<file path="config.mk">
export PLATFORM = sky130hd
export DESIGN_NAME = mem_bus_arbiter_flat
export DESIGN_NICKNAME = d
export VERILOG_FILES = /design/src/rtl/mem_bus_arbiter_if.sv /design/src/rtl/mem_bus_arbiter.sv /design/src/flat_wrapper.sv
export SDC_FILE = /design/constraint.sdc
export NUM_CORES = 1
export LEC_CHECK = 0
export CAP_MARGIN = 10
export CORE_ASPECT_RATIO = 1.75
export CORE_MARGIN = 1.5
export CORE_UTILIZATION = 36
export DETAILED_ROUTE_END_ITERATION = 6
export PLACE_DENSITY = 0.85
export REMOVE_ABC_BUFFERS = 1
export SETUP_SLACK_MARGIN = 0.2
export SLEW_MARGIN = 20
export SYNTH_ARGS = -nofsm -noshare
export SYNTH_HDL_FRONTEND = slang
export SYNTH_SLANG_ARGS = --single-unit
</file>
<file path="constraint.sdc">
create_clock -name clk -period 1.7 [get_ports clk]
set_clock_uncertainty 0.05 [all_clocks]
set_input_delay 0.255 -clock clk [delete_from_list [all_inputs] [get_ports clk]]
set_output_delay 0.255 -clock clk [all_outputs]
set_load 0.005 [all_outputs]
</file>
<file path="src/rtl/mem_bus_arbiter_if.sv">
// Requester-side and memory-side handshake bundle for mem_bus_arbiter.
// master is the arbiter's view; slave is the view of the requesters plus the memory.
interface mem_bus_arbiter_if #(
  parameter int ADDR_W = 14,
  parameter int DATA_W = 16
);
  // Requester side
  logic [1:0]        rq_req;
  logic [1:0]        rq_we;
  logic [ADDR_W-1:0] rq_addr0;
  logic [ADDR_W-1:0] rq_addr1;
  logic [DATA_W-1:0] rq_wdata0;
  logic [DATA_W-1:0] rq_wdata1;
  logic [1:0]        rq_gnt;
  logic [1:0]        rq_beat;
  logic [DATA_W-1:0] rq_rdata;
  logic [1:0]        rq_done;

  // Memory side
  logic              m_req;
  logic              m_we;
  logic [ADDR_W-1:0] m_addr;
  logic [DATA_W-1:0] m_wdata;
  logic              m_ack;
  logic              m_beat;
  logic [DATA_W-1:0] m_rdata;

  modport master (
    input  rq_req, rq_we, rq_addr0, rq_addr1, rq_wdata0, rq_wdata1,
    output rq_gnt, rq_beat, rq_rdata, rq_done,
    output m_req, m_we, m_addr, m_wdata,
    input  m_ack, m_beat, m_rdata
  );

  modport slave (
    output rq_req, rq_we, rq_addr0, rq_addr1, rq_wdata0, rq_wdata1,
    input  rq_gnt, rq_beat, rq_rdata, rq_done,
    input  m_req, m_we, m_addr, m_wdata,
    output m_ack, m_beat, m_rdata
  );
endinterface

</file>
<file path="src/rtl/mem_bus_arbiter.sv">
// Round-robin arbiter/sequencer letting two cache requesters share one line-burst memory.
// Grants one whole line transaction at a time and keeps saturating per-requester grant counts.
module mem_bus_arbiter #(
  parameter int ADDR_W     = 14,
  parameter int DATA_W     = 16,
  parameter int LINE_BEATS = 8,
  parameter int STAT_W     = 16
) (
  input  logic              clk,
  input  logic              RESET,
  mem_bus_arbiter_if.master bus,
  output logic [STAT_W-1:0] grant_cnt0,
  output logic [STAT_W-1:0] grant_cnt1
);

  localparam int BEAT_W = (LINE_BEATS > 1) ? $clog2(LINE_BEATS) : 1;
  localparam logic [BEAT_W-1:0] LAST_BEAT = BEAT_W'(LINE_BEATS - 1);

  typedef enum logic [1:0] {
    IDLE  = 2'd0,
    ISSUE = 2'd1,
    XFER  = 2'd2,
    DONE  = 2'd3
  } state_e;

  state_e            state_q, state_d;
  logic              g_q, g_d;
  logic              we_q, we_d;
  logic [ADDR_W-1:0] addr_q, addr_d;
  logic              last_q, last_d;
  logic [BEAT_W-1:0] beat_q, beat_d;
  logic [STAT_W-1:0] cnt0_q, cnt0_d;
  logic [STAT_W-1:0] cnt1_q, cnt1_d;

  // State register
  // NOTE: sequential state uses non-blocking (<=) so every flop samples pre-edge values.
  always_ff @(posedge clk or posedge RESET) begin
    if (RESET) begin
      state_q <= IDLE;
      g_q     <= 1'b0;
      we_q    <= 1'b0;
      addr_q  <= '0;
      last_q  <= 1'b1;
      beat_q  <= '0;
      cnt0_q  <= '0;
      cnt1_q  <= '0;
    end else begin
      state_q <= state_d;
      g_q     <= g_d;
      we_q    <= we_d;
      addr_q  <= addr_d;
      last_q  <= last_d;
      beat_q  <= beat_d;
      cnt0_q  <= cnt0_d;
      cnt1_q  <= cnt1_d;
    end
  end

  // Next-state logic
  // NOTE: every _d gets its hold value first, so no path through the case leaves a latch.
  always_comb begin
    state_d = state_q;
    g_d     = g_q;
    we_d    = we_q;
    addr_d  = addr_q;
    last_d  = last_q;
    beat_d  = beat_q;
    cnt0_d  = cnt0_q;
    cnt1_d  = cnt1_q;

    unique case (state_q)
      IDLE: begin
        if (bus.rq_req != 2'b00) begin
          // On a tie the requester that did not win last time gets the bus.
          g_d     = (bus.rq_req == 2'b11) ? ~last_q : bus.rq_req[1];
          we_d    = bus.rq_we[g_d];
          addr_d  = g_d ? bus.rq_addr1 : bus.rq_addr0;
          state_d = ISSUE;
        end
      end
      ISSUE: begin
        if (bus.m_ack) begin
          beat_d  = '0;
          state_d = XFER;
        end
      end
      XFER: begin
        if (bus.m_beat) begin
          beat_d = beat_q + 1'b1;
          if (beat_q == LAST_BEAT) state_d = DONE;
        end
      end
      DONE: begin
        last_d  = g_q;
        state_d = IDLE;
        if (!g_q && (cnt0_q != '1)) cnt0_d = cnt0_q + 1'b1;
        if (g_q && (cnt1_q != '1))  cnt1_d = cnt1_q + 1'b1;
      end
      default: state_d = IDLE;
    endcase
  end

  // Output logic: beats and data are steered combinationally to/from the granted requester.
  always_comb begin
    bus.rq_gnt   = 2'b00;
    bus.rq_beat  = 2'b00;
    bus.rq_done  = 2'b00;
    bus.rq_rdata = '0;
    bus.m_req    = 1'b0;
    bus.m_we     = 1'b0;
    bus.m_addr   = '0;
    bus.m_wdata  = '0;

    if (state_q != IDLE) begin
      bus.rq_gnt[g_q] = 1'b1;
      bus.m_we        = we_q;
      bus.m_addr      = addr_q;
    end

    unique case (state_q)
      ISSUE: bus.m_req = 1'b1;
      XFER: begin
        bus.rq_beat[g_q] = bus.m_beat;
        if (we_q) bus.m_wdata  = g_q ? bus.rq_wdata1 : bus.rq_wdata0;
        else      bus.rq_rdata = bus.m_rdata;
      end
      DONE:    bus.rq_done[g_q] = 1'b1;
      default: ;
    endcase
  end

  assign grant_cnt0 = cnt0_q;
  assign grant_cnt1 = cnt1_q;

endmodule

</file>
<file path="src/flat_wrapper.sv">
// flat-port wrapper written by rule: the top's interface ports become plain ports
module mem_bus_arbiter_flat 
#(
  parameter int ADDR_W     = 14,
  parameter int DATA_W     = 16,
  parameter int LINE_BEATS = 8,
  parameter int STAT_W     = 16
)
  (clk, RESET, grant_cnt0, grant_cnt1, bus_rq_req, bus_rq_we, bus_rq_addr0, bus_rq_addr1, bus_rq_wdata0, bus_rq_wdata1, bus_rq_gnt, bus_rq_beat, bus_rq_rdata, bus_rq_done, bus_m_req, bus_m_we, bus_m_addr, bus_m_wdata, bus_m_ack, bus_m_beat, bus_m_rdata);
  mem_bus_arbiter_if #(.ADDR_W(ADDR_W), .DATA_W(DATA_W)) bus_i ();
  input  logic clk;
  input  logic RESET;
  output logic [STAT_W-1:0] grant_cnt0;
  output logic [STAT_W-1:0] grant_cnt1;
  input wire logic [$bits(bus_i.rq_req)-1:0] bus_rq_req;
  input wire logic [$bits(bus_i.rq_we)-1:0] bus_rq_we;
  input wire logic [$bits(bus_i.rq_addr0)-1:0] bus_rq_addr0;
  input wire logic [$bits(bus_i.rq_addr1)-1:0] bus_rq_addr1;
  input wire logic [$bits(bus_i.rq_wdata0)-1:0] bus_rq_wdata0;
  input wire logic [$bits(bus_i.rq_wdata1)-1:0] bus_rq_wdata1;
  output wire logic [$bits(bus_i.rq_gnt)-1:0] bus_rq_gnt;
  output wire logic [$bits(bus_i.rq_beat)-1:0] bus_rq_beat;
  output wire logic [$bits(bus_i.rq_rdata)-1:0] bus_rq_rdata;
  output wire logic [$bits(bus_i.rq_done)-1:0] bus_rq_done;
  output wire logic [$bits(bus_i.m_req)-1:0] bus_m_req;
  output wire logic [$bits(bus_i.m_we)-1:0] bus_m_we;
  output wire logic [$bits(bus_i.m_addr)-1:0] bus_m_addr;
  output wire logic [$bits(bus_i.m_wdata)-1:0] bus_m_wdata;
  input wire logic [$bits(bus_i.m_ack)-1:0] bus_m_ack;
  input wire logic [$bits(bus_i.m_beat)-1:0] bus_m_beat;
  input wire logic [$bits(bus_i.m_rdata)-1:0] bus_m_rdata;
  assign bus_i.rq_req = bus_rq_req;
  assign bus_i.rq_we = bus_rq_we;
  assign bus_i.rq_addr0 = bus_rq_addr0;
  assign bus_i.rq_addr1 = bus_rq_addr1;
  assign bus_i.rq_wdata0 = bus_rq_wdata0;
  assign bus_i.rq_wdata1 = bus_rq_wdata1;
  assign bus_rq_gnt = bus_i.rq_gnt;
  assign bus_rq_beat = bus_i.rq_beat;
  assign bus_rq_rdata = bus_i.rq_rdata;
  assign bus_rq_done = bus_i.rq_done;
  assign bus_m_req = bus_i.m_req;
  assign bus_m_we = bus_i.m_we;
  assign bus_m_addr = bus_i.m_addr;
  assign bus_m_wdata = bus_i.m_wdata;
  assign bus_i.m_ack = bus_m_ack;
  assign bus_i.m_beat = bus_m_beat;
  assign bus_i.m_rdata = bus_m_rdata;
  mem_bus_arbiter #(.ADDR_W(ADDR_W), .DATA_W(DATA_W), .LINE_BEATS(LINE_BEATS), .STAT_W(STAT_W)) u_core (.clk(clk), .RESET(RESET), .bus(bus_i), .grant_cnt0(grant_cnt0), .grant_cnt1(grant_cnt1));
endmodule
</file>
==> impl_results.md <==
* Outcome: complete, but fails checks
* Failing checks: negative setup slack
* GRT Total Usage at 25.51%
* Dpl hpwl at 7542 um
* # Max-Cap Violations at 0
* TritonCTS clock tree: built
* Worst hold margin at 149.3 ps
* DRC violation count after routing at 0
* Type of element capturing the critical path: register
* Clock-pin transition on the worst setup and hold timing paths at 70 ps
* Initial antenna violation count at 0
* Number of storage elements in the synthesis netlist at 54
* Area growth from synthesis to layout at 108.1%
* Vias per Instance at 5.131
* Post-route total power at 7.773 mW
* Worst stage delay on the critical path at 420 ps
* Diode insertion count for antenna repair at 0
* Combinational group share of total power at 62.6%
* Largest net degree at the start of global routing at 48
* Relative slew margins at 78.77%
* Chip width at 74.29 um
* Power Internal at 4.942 mW
* Die Area at 9491 um^2
* Crit path time final at 1953 ps
* Number of warning messages in the yosys log at 0
* Number of iterations in the first detailed-routing pass at 4
* Switching power summed over all nets at 2.831 mW
* Via count of the routed design at 3638
* Worst hold-check path type: in -> async
* Die Height at 127.8 um
* Final worst-path cycle share at 114.9%
* Pwr dens at 1166 nW/um^2
* Count of unique library cells instantiated by Yosys at 44
* Final worst setup slack at -252.7 ps
* Setup repair after global routing missed its margin: true
* Number of buffers on the longest clock path at 2
* Clock insertion delay at the later pin of the skew report at 290 ps
* Crit path arrival time at 2090 ps
* Number of enable-type register cells in the synthesized netlist at 0
* Number of sinks handled by clock tree synthesis at 54
* Setup total negative slack at -5590 ps
* Register-to-register path setup slack at -250 ps
* Top cells by count, synth: dfrtp_1 (53), mux2i_1 (31), nand2_1 (31)
* Maximum fanout along the worst path at 6
* Wire per inst at 19.45 um
* Cell taking the most area after synthesis: dfrtp_1
* Max Fclk at 512.1 MHz
* Floorplan core area at 8671 um^2
* Average instance area after synthesis at 9.762 um^2
* Clock buffer count from CTS at 5
* Number of input and output port buffers inserted at 169
* Largest delay share family, worst path: buffers and inverters
* Number of antenna-violating nets in the routed design at 0
* Most common cell in the netlist: dfrtp_1
* Critical path startpoint category: register
* Async set or reset register ratio after synthesis at 100.0%
* Weighted congestion reported at the end of routability-driven placement at 0.8401
* Maximum ir drop on the vdd rail at 0.6739 mV
* Max Transition Viols Final at 0
* Leakage power total at 3.271 nW
* Count of cells along the worst register-to-register path at 8
* Effective utilization at floorplan at 36.93%
* Synthesized area at 3202 um^2
* Data required time at the worst endpoint at 1840 ps
* Proportion of total power due to net switching at 36.42%
* Main synth FF type: dfrtp_1
* Share of layout cells above drive strength 1 at 44.59%
* Portion of synthesized cell area occupied by the leading cell type at 41.42%
* Final wirelength at 13790 um
* Clk network pwr share at 13.0%
* Via count of the first global-routing pass at 3749
* Crit Path Category: reg -> reg
* Critical R2R Launch: u_core.grant_cnt1[1]
* Buffer type at the clock tree root: clkbuf_16
* Placement Rows at 45
* Wire length of the first global-routing pass at 18620 um
* Nets@finish at 683
* Overflow left after global routing at 0
* Startpoint of the most critical setup path: u_core.grant_cnt1[1]
* Hold Vio Cnt, Final at 0
* Cell type of the slowest stage on the worst timing path: dfrtp_1
* Worst reg2reg path endpoint: u_core.grant_cnt1[13]
* Final setup violating endpoints at 69
* Sequential fraction of design power at 24.4%
* Worst-Margin Slew at 317.2 ps
* Crit path buffers/inverters at 3
* Worst setup slack before clock tree synthesis at -202.4 ps
* Crit path cell chain: ha_2, nand4_1, buf_6, nor4_4, buf_6, buf_12, nor3_4, xor2_1
* Number of top-level pins at 170
* Hold bufs inserted after CTS at 0
* Worst path depth at 8
* Clock H-tree levels at 2
* Iteration-0 DRC Markers at 171
* Mapped Cells at 328
* Seq/Total Area, Yosys at 42.24%
* Top cell by count, worst path: buf_6
* Leading cell types by total area after synthesis: dfrtp_1 (41%), mux2i_1 (9.7%), xor2_1 (5.2%), nand2_1 (3.6%), and2_1 (3.5%)
## metal layers
layer	up-vias	track usage (%)	part of all wire (%)
li1	1657	-	-
met2	141	48.16	57
met3	47	4.009	4.1
met1	1793	27.12	34
met4	0	9.840	4.5
met5	-	0	0
## state kept, by name, indices dropped and copies added (netlist names)
register,cells
u_core.grant_cnt0,16
u_core.grant_cnt1,16
u_core.addr_q,14
u_core.beat_q,3
u_core.state_q,2
u_core.g_q,1
u_core.last_q,1
u_core.we_q,1
## placed cells by master, fill, tap and decap left out, drive strengths merged, types with 5 or more instances in the layout
| master | synthesis | final |
|---|---|---|
| clkdlybuf4s50 | 0 | 83 |
| dlygate4sd2 | 0 | 26 |
| clkdlybuf4s15 | 0 | 14 |
| nand2 | 31 | 31 |
| and2 | 18 | 18 |
| xor2 | 19 | 19 |
| and3 | 6 | 6 |
| nor2 | 29 | 29 |
| ha | 8 | 8 |
| o21ai | 18 | 18 |
| nand3 | 11 | 11 |
| nor2b | 18 | 18 |
| buf | 5 | 138 |
| nor3 | 7 | 7 |
| nor4 | 5 | 5 |
| nand4 | 9 | 9 |
| xnor2 | 9 | 9 |
| dfrtp | 53 | 53 |
| mux2i | 31 | 31 |
| clkbuf | 10 | 13 |
| inv | 10 | 10 |
## power groups by stage
stage	Combinational, mW	Clock (mW)	Sequential [mW]
after global routing	5.17	1.09	1.93
after detailed placement	3.47	0	1.88
after floorplan	1.37	0	1.95
final	4.87	1.01	1.90
after global placement	3.38	0	1.86
after CTS	4.21	1.02	1.87
## timing repair
item                                    in CTS  in global routing
endpoints found under the setup margin     123                111
pin swaps                                   53                 24
gates resized for setup                    366                 67
setup buffers                               40                 11
cloned                                       3                  4
## worst max-delay path by stage
stage                                        to
after floorplan                u_core.addr_q[0]
after global placement           bus_m_wdata[6]
after detailed placement        bus_rq_rdata[1]
after CTS                       bus_rq_rdata[1]
after global routing      u_core.grant_cnt1[11]
final                     u_core.grant_cnt1[13]
## cell families after synthesis
family,count (synthesis),share of synthesized area [%]
adder cells (fa/ha/maj),8,3.126
AND/OR/NAND/NOR,145,25.52
buffers and inverters,25,3.205
AO/OA/AOI/OAI,33,7.034
flip-flops,54,42.24
XOR/XNOR,28,7.659
multiplexers,35,11.22
## cell type report
class / instances / area [um^2]
timing repair buffer: 271 / 2621
multi-input combinational: 249 / 2357
fill: 569 / 2007
sequential: 54 / 1356
tap: 117 / 146.4
clock buffer: 7 / 132.6
inverter: 10 / 42.54
clock inverter: 1 / 7.507
## metrics by stage
step / cell area (um^2) / util, % / cells
after CTS: 6312 / 72.80 / 694
after global routing: 6664 / 76.85 / 709
final: 6664 / 76.85 / 709
after detailed placement: 5388 / 62.14 / 643
after global placement: 5388 / 62.14 / 643
after floorplan: 3137 / - / 313
Power figures use the tool's default switching activity.
